`src/rtl/fetch_stage.sv`:
```
// Instruction-fetch stage: owns the PC, the imem read handshake, EX redirects,
// halt, and the IF/ID latch with a one-entry hold buffer for stalls.
module fetch_stage #(
  parameter int unsigned        WORD_W  = 32,
  parameter logic [WORD_W-1:0] PC_INIT = '0
) (
  input  logic              CLK,
  input  logic              nRST,
  input  logic              ihit,
  input  logic [WORD_W-1:0] imemload,
  output logic              imemREN,
  output logic [WORD_W-1:0] imemaddr,
  input  logic              stall,
  input  logic              redirect,
  input  logic [1:0]        PCsel,
  input  logic [WORD_W-1:0] branch_target,
  input  logic [WORD_W-1:0] jump_target,
  input  logic [WORD_W-1:0] jr_target,
  input  logic              halt,
  output logic [WORD_W-1:0] inst_IFID,
  output logic [WORD_W-1:0] PC4_IFID,
  output logic              valid_IFID,
  output logic              halted
);

  typedef enum logic [1:0] {
    S_FETCH,
    S_HOLD,
    S_DRAIN,
    S_HALT
  } state_e;

  state_e            state_q, state_d;
  logic [WORD_W-1:0] pc_q, pc_d;
  logic [WORD_W-1:0] pend_q, pend_d;
  logic [WORD_W-1:0] buf_q, buf_d;
  logic [WORD_W-1:0] inst_q, inst_d;
  logic [WORD_W-1:0] pc4_q, pc4_d;
  logic              valid_q, valid_d;
  logic              halt_pend_q, halt_pend_d;

  logic [WORD_W-1:0] pc_plus4;
  logic [WORD_W-1:0] target;

  assign pc_plus4 = pc_q + WORD_W'(4);

  always_comb begin
    case (PCsel)
      2'b01:   target = branch_target;
      2'b10:   target = jump_target;
      2'b11:   target = jr_target;
      default: target = pc_plus4;
    endcase
  end

  always_ff @(posedge CLK) begin
    if (!nRST) begin
      state_q     <= S_FETCH;
      pc_q        <= PC_INIT;
      pend_q      <= '0;
      buf_q       <= '0;
      inst_q      <= '0;
      pc4_q       <= '0;
      valid_q     <= 1'b0;
      halt_pend_q <= 1'b0;
    end else begin
      state_q     <= state_d;
      pc_q        <= pc_d;
      pend_q      <= pend_d;
      buf_q       <= buf_d;
      inst_q      <= inst_d;
      pc4_q       <= pc4_d;
      valid_q     <= valid_d;
      halt_pend_q <= halt_pend_d;
    end
  end

  always_comb begin
    state_d     = state_q;
    pc_d        = pc_q;
    pend_d      = pend_q;
    buf_d       = buf_q;
    inst_d      = inst_q;
    pc4_d       = pc4_q;
    valid_d     = valid_q;
    halt_pend_d = halt_pend_q;

    if (state_q != S_HALT && redirect) begin
      valid_d     = 1'b0;
      halt_pend_d = 1'b0;
      buf_d       = '0;
      case (state_q)
        S_FETCH: begin
          if (ihit) begin
            pc_d = target;
          end else begin
            pend_d  = target;
            state_d = S_DRAIN;
          end
        end
        S_DRAIN: begin
          if (ihit) begin
            pc_d    = target;
            state_d = S_FETCH;
          end else begin
            pend_d = target;
          end
        end
        S_HOLD: begin
          pc_d    = target;
          state_d = S_FETCH;
        end
        default: ;
      endcase
    end else if (state_q != S_HALT && (halt || halt_pend_q)) begin
      // A halt seen while a request is in flight is remembered until that ihit.
      valid_d = 1'b0;
      if (state_q == S_HOLD || ihit) begin
        state_d     = S_HALT;
        halt_pend_d = 1'b0;
      end else begin
        halt_pend_d = 1'b1;
      end
    end else begin
      case (state_q)
        S_FETCH: begin
          if (ihit) begin
            pc_d = pc_plus4;
            if (stall) begin
              buf_d   = imemload;
              state_d = S_HOLD;
            end else begin
              inst_d  = imemload;
              pc4_d   = pc_plus4;
              valid_d = 1'b1;
            end
          end else if (!stall) begin
            valid_d = 1'b0;
          end
        end
        S_HOLD: begin
          if (!stall) begin
            inst_d  = buf_q;
            pc4_d   = pc_q;
            valid_d = 1'b1;
            state_d = S_FETCH;
          end
        end
        S_DRAIN: begin
          if (ihit) begin
            pc_d    = pend_q;
            state_d = S_FETCH;
          end
        end
        default: ;
      endcase
    end
  end

  always_comb begin
    imemREN    = nRST && (state_q == S_FETCH || state_q == S_DRAIN);
    halted     = (state_q == S_HALT);
    imemaddr   = pc_q;
    inst_IFID  = inst_q;
    PC4_IFID   = pc4_q;
    valid_IFID = valid_q;
  end

endmodule

```
`config.mk`:
```
export PLATFORM = sky130hd
export DESIGN_NAME = fetch_stage
export DESIGN_NICKNAME = d
export VERILOG_FILES = /design/src/rtl/fetch_stage.sv
export SDC_FILE = /design/constraint.sdc
export NUM_CORES = 1
export LEC_CHECK = 0
export ABC_AREA = 1
export CAP_MARGIN = 15
export CORE_MARGIN = 2
export CORE_UTILIZATION = 24
export DETAILED_ROUTE_END_ITERATION = 7
export SYNTH_ARGS = -nofsm -noshare
export SYNTH_HDL_FRONTEND = slang
export SYNTH_SLANG_ARGS = --single-unit
```
`constraint.sdc`:
```
create_clock -name CLK -period 2.19 [get_ports CLK]
set_input_delay 0.438 -clock CLK [delete_from_list [all_inputs] [get_ports CLK]]
set_output_delay 0.438 -clock CLK [all_outputs]
set_load 0.1 [all_outputs]
```
==> results of run 1 <==
per-layer routing:
metal  share of wire [%]  routed length, microns  GRT usage, %  up-vias
met5                0.18                      66             0        -
met4                 1.2                     427          3.68       10
met3                 9.2                    3370          5.70       40
met2                  47                   17200          31.5      374
met1                  42                   15300          22.8     4850
li1                    -                       -             -     5087
registers in the layout, indices dropped and copies added, names as in the netlist:
register / count
state_q: 2
imemaddr: 32
buf_q: 32
PC4_IFID: 32
inst_IFID: 32
pend_q: 32
halt_pend_q: 1
valid_IFID: 1
cell usage after synthesis, types with 2 or more instances:
cell type,count
nor2_2,9
nor3_1,3
buf_1,6
nand4_1,20
clkbuf_1,46
a31oi_1,37
or2_1,2
o211ai_1,35
nor2_1,114
inv_1,110
ha_1,6
o21bai_1,2
nand3_1,128
inv_2,10
o21ai_0,130
or2_2,16
buf_6,2
nor2_4,8
nand2_2,14
buf_2,32
nand3_2,2
o21ai_1,11
dfxtp_1,164
xor2_1,7
nand2_1,361
a21oi_1,105
a211oi_1,2
o21ai_2,2
xnor2_1,2
and2_1,2
area by class of cell:
cell class                 count  area [sq um]  share of cell area, %
tap                          511           639                   5.05
clock inverter                14           118                  0.929
inverter                     121           457                   3.61
multi-input combinational   1028          5000                   39.5
sequential                   164          3310                   26.1
timing repair buffer         287          2700                   21.4
clock buffer                  18           439                   3.47
metrics by stage:
step,power [W],hold WS [ns],area (sq um),setup TNS [ns],util (%)
after floorplan,0.00695,0.441,9130,0,-
final,0.0114,0.463,12700,0,33.8
after detailed placement,0.00852,0.455,12100,-0.335,32.3
after CTS,0.0115,0.458,12700,0,33.8
after global routing,0.0120,0.481,12700,-0.0269,33.8
after global placement,0.00847,0.448,12100,-0.0232,32.3
worst reg2reg max path, stage by stage, from the launching register on:
cell,delay (ns)
dfxtp_1,0.41
ha_2,0.28
inv_2,0.08
nand2_2,0.11
buf_4,0.42
o21ai_0,0.18
nand2_1,0.20
nor2_1,0.06
a211oi_1,0.19
cell usage in the layout, fill, tap and decap left out, types with 18 or more instances in the layout:
| cell | Yosys | layout |
|---|---|---|
| nand2_1 | 361 | 361 |
| dfxtp_1 | 164 | 146 |
| clkdlybuf4s50_1 | 0 | 134 |
| buf_4 | 1 | 134 |
| o21ai_0 | 130 | 130 |
| nand3_1 | 128 | 128 |
| nor2_1 | 114 | 113 |
| inv_1 | 110 | 109 |
| a21oi_1 | 105 | 105 |
| a31oi_1 | 37 | 37 |
| o211ai_1 | 35 | 35 |
| nand4_1 | 20 | 20 |
| dfxtp_2 | 0 | 18 |
how the worst max path moves through the flow:
stage                     cells past startpoint            to         start
after global placement                       10  imemaddr[24]          halt
after global routing                         13  imemaddr[12]    state_q[0]
final                                         6       imemREN    state_q[0]
after detailed placement                     10    pend_q[22]      redirect
after floorplan                              11  imemaddr[30]  imemaddr[20]
after CTS                                     6       imemREN    state_q[1]
power groups by stage:
stage                     Clock (W)  Combinational (W)  Sequential [W]
after global placement            0            0.00472         0.00375
after global routing        0.00314            0.00510         0.00374
after detailed placement          0            0.00476         0.00376
after CTS                   0.00302            0.00478         0.00369
final                       0.00294            0.00476         0.00370
after floorplan                   0            0.00172         0.00523
cell families (layout without fill, tap and decap cells):
kind of cell               after synthesis  in the layout  synth area share, %
buffers and inverters                  208            440                 9.25
and+or+nand+nor                        684            684                 32.9
DFF                                    164            164                 36.1
AOI/OAI and AO/OA                      329            329                 20.1
xor gates and xnor gates                 9              9                0.866
adders and majority gates                6              6                0.824
what timing repair did:
| action | in CTS | in global routing |
|---|---|---|
| endpoints found under the setup margin | 1 | 16 |
| endpoints found under the hold margin | 0 | 0 |
| pin swaps | 0 | 1 |
| setup buffers | 0 | 0 |
| resized for setup | 1 | 3 |
==> flow_summary.json, run 1 <==
{
  "routedWlPerCell_microns": 17.0,
  "rows": 71,
  "post-place-ws_ns": -0.0488,
  "viasPerCell": 4.83,
  "dp_hpwl_mm": 26.5,
  "grt_pass1_wl_mm": 56.1,
  "cts_buffer_depth": 2,
  "ant_nets": 0,
  "grt_antenna_before_repair": 5,
  "pwr-share-clk_pct": 25.8,
  "maxCapViolations": 0,
  "cts_buffers": 17,
  "gp_congestion": 0.892,
  "synth-seq-area-share_pct": 36.1,
  "fin_crit_sh_pct": 95.3,
  "drt_iter0_drc": 814,
  "critical_path_class": "flip-flop to output port",
  "synth-warning-count": 0,
  "nNetsFinal": 1761,
  "clock_skew_ns": 0.0116,
  "p_leak_nw": 5.54,
  "synthCells": 1400,
  "synthesis.area_sq_um": 9100,
  "grt_usage_pct": 18.4,
  "path_buf_inv": 3,
  "status": "complete, no violations",
  "worstPathMaxFanout": 5,
  "vias": 10361,
  "worstHoldPathCells": 2,
  "fp.dieH_microns": 199,
  "synth_area_leaders": "dfxtp_1 (36%), nand2_1 (15%), o21ai_0 (7.1%)",
  "syn_area_per_cell_sq_um": 6.50,
  "setup_viol": 0,
  "timing.rr.end": "imemaddr[1]",
  "hold_start": "buf_q[23]",
  "synth_edf_count": 0,
  "port_buffers": 234,
  "cts_root_buffer": "clkbuf_16",
  "worstReg2RegStart": "state_q[0]",
  "async_flop_share_pct": 0,
  "dieArea_sq_um": 39500,
  "ys_types": 42,
  "arrival_ns": 1.65,
  "rrSetupSlack_ns": 0.18,
  "cpMaxStageDelayCell": "dfxtp_1",
  "routed_wl_mm": 36.4,
  "path_clk_slew_ns": 0.07,
  "max_slew.worst_pin.slew_ns": 0.595,
  "insertedDiodeCount": 0,
  "grt_pass1_vias": 9931,
  "crit_family": "buffers and inverters",
  "clk_latency_ns": 0.44,
  "htree_levels": 4,
  "period_needed_ns": 2.09,
  "ir_drop_mv": 0.579,
  "yosys.area.top_type": "dfxtp_1",
  "start_kind": "flip-flop",
  "dieWidth_microns": 199,
  "fillers": 4028,
  "grt_max_degree": 54,
  "clock_sinks": 164,
  "fin_cells": 2143,
  "hold_violations": 0,
  "finalMaxSlewViolations": 0,
  "grt_setup_unrepaired": "yes",
  "worst_hold_path_type": "flip-flop to flip-flop",
  "ys_ff_latch": 164,
  "post-route-drc-count": 0,
  "synth-main-ff-cell": "dfxtp_1",
  "layout_setup_ws_ns": 0.104,
  "reg2regPathDepth": 8,
  "dr.pass1.iters": 5,
  "initial_utilization_pct": 24.3,
  "area_delta_synth_final_pct": 39.1,
  "hold-path-endpoint": "inst_IFID[23]",
  "place_inst": 2111,
  "cts_tree": "yes",
  "maxSlewHeadroom_pct": 60.3,
  "drive_gt1_share_pct": 16.9,
  "intPower_w": 0.00621,
  "cts_hold_buf": 0,
  "p_sw_w": 0.00519,
  "crit_required_ns": 1.75,
  "powerDensity_nw_per_um2": 900,
  "seq_power_share_pct": 32.5,
  "synthesis.nets": 1542,
  "end_kind": "output port",
  "core_sq_um": 37500,
  "grt_overflow": 0,
  "comb_power_share_pct": 41.8,
  "clock.fmax_ghz": 0.479,
  "synth_top_area_share_pct": 36.1,
  "cpPeakStageDelay_ns": 0.41,
  "path_cells": "inv_1 -> ha_2 -> nor2_1 -> buf_4 -> nor2_4 -> buf_12",
  "io_pins": 235,
  "p_sw_share_pct": 45.5
}
(Power assumes the default switching activity.)
==> run 2, diff against run 1 <==
CORE_MARGIN = not set   (was 2)
==> flow_summary.json, run 2 (synthesis results as in run 1) <==
{
  "gp_congestion": 0.940,
  "io_pins": 235,
  "period_needed_ns": 2.06,
  "dr.pass1.iters": 6,
  "insertedDiodeCount": 0,
  "worst_hold_path_type": "flip-flop to flip-flop",
  "ant_nets": 0,
  "cts_buffer_depth": 2,
  "drive_gt1_share_pct": 16.8,
  "clock_sinks": 164,
  "grt_pass1_wl_mm": 56.8,
  "worstPathMaxFanout": 5,
  "start_kind": "flip-flop",
  "max_slew.worst_pin.slew_ns": 0.498,
  "setup_tns_ns": 0,
  "vias": 10387,
  "path_clk_slew_ns": 0.07,
  "port_buffers": 234,
  "grt_setup_unrepaired": "no",
  "nNetsFinal": 1758,
  "powerDensity_nw_per_um2": 910,
  "grt_max_degree": 95,
  "critical_path_class": "flip-flop to output port",
  "initial_utilization_pct": 24.6,
  "arrival_ns": 1.62,
  "p_leak_nw": 5.52,
  "cts_buffers": 17,
  "viasPerCell": 4.87,
  "clock.fmax_ghz": 0.486,
  "grt_overflow": 0,
  "crit_required_ns": 1.75,
  "grt_pass1_vias": 9947,
  "core_sq_um": 37000,
  "fp.dieH_microns": 197,
  "maxSlewHeadroom_pct": 66.7,
  "rows": 70,
  "status": "complete, no violations",
  "cts_root_buffer": "clkbuf_16",
  "htree_levels": 4,
  "grt_usage_pct": 18.9,
  "routed_wl_mm": 36.8,
  "final_common_cell": "nand2_1",
  "maxCapViolations": 0,
  "clk_latency_ns": 0.44,
  "end_kind": "output port",
  "finalPower_w": 0.0115,
  "fillers": 3974,
  "clock_skew_ns": 0.00915,
  "hold_violations": 0,
  "ir_drop_mv": 0.595,
  "dp_hpwl_mm": 26.4,
  "grt_antenna_before_repair": 2,
  "cts_hold_buf": 0,
  "fin_crit_sh_pct": 94.0,
  "cts_tree": "yes",
  "finalMaxSlewViolations": 0,
  "layout_common_cells": "nand2_1 (361), dfxtp_1 (145), clkdlybuf4s50_1 (134), buf_4 (132), o21ai_0 (130)",
  "dieArea_sq_um": 38700,
  "drt_iter0_drc": 802,
  "design_area_sq_um": 12600,
  "dieWidth_microns": 197,
  "area_delta_synth_final_pct": 38.8,
  "final_core_util_pct": 34.2,
  "dpl_cell_area_sq_um": 12100,
  "post-route-drc-count": 0,
  "setup_viol": 0,
  "routedWlPerCell_microns": 17.3
}
## run 2: cell types whose count changed in the layout (fill, tap and decap cells not counted), sizes merged
cell and delta:
clkinv -3, buf -3, clkbuf -1, clkinvlp +4, inv -1, bufinv +1
## run 2: stage by stage
step	instances	setup slack, ns	hold WS [ns]
floorplan	1400	0.00895	0.441
global placement	2101	0.0452	0.449
detailed placement	2101	-0.00852	0.456
CTS	2133	0.0152	0.467
global route	2133	0.0317	0.484
finish	2133	0.131	0.465
## run 2: timing repair
| item | in CTS | in global routing |
|---|---|---|
| endpoints found under the hold margin | 0 | 0 |
| gates resized for setup | 0 | 3 |
| endpoints found under the setup margin | 0 | 1 |
| buffers inserted | 0 | 0 |
## run 2: where the power goes
part	switching [W]	internal, W
Combinational	0.00342	0.00134
Sequential	0.000360	0.00333
Clock	0.00145	0.00160
Total	0.00524	0.00627
## run 2: cell type report
type,count,area [sq um],share of cell area (%)
sequential,164,3310,26.2
clock inverter,15,149,1.18
tap,504,631,4.99
inverter,121,457,3.61
timing repair buffer,284,2680,21.2
clock buffer,17,425,3.37
multi-input combinational,1028,5000,39.5
## run 2: metal layers
layer / share of wire (%) / wire length, microns / GRT usage [%] / vias to the layer above
met1: 42 / 15500 / 23.8 / 4823
met3: 9.8 / 3630 / 6.01 / 48
li1: - / - / - / 5078
met4: 2.2 / 826 / 6.12 / 4
met5: 0.084 / 31 / 0 / -
met2: 46 / 16800 / 30.6 / 434
## run 2: path summary, 6_finish.rpt
check	slack [ns]	cells after the start	to	startpoint
max reg2reg	0.25	10	state_q[1]	state_q[0]
min reg2reg	0.46	2	buf_q[0]	buf_q[0]
max	0.13	6	imemREN	state_q[0]
min	0.46	2	buf_q[0]	buf_q[0]
## run 2: critical path, stage by stage, from the launching register on
cell and delay [ns]:
dfxtp_2 0.35, inv_1 0.08, ha_2 0.22, nor2_1 0.07
buf_4 0.14, nor2_2 0.13, buf_12 0.19
==> run 3, diff against run 2 <==
CAP_MARGIN = 20   (was 15)
==> results of run 3 <==
The final DEF is identical to that of run 2; final timing and power are the same.
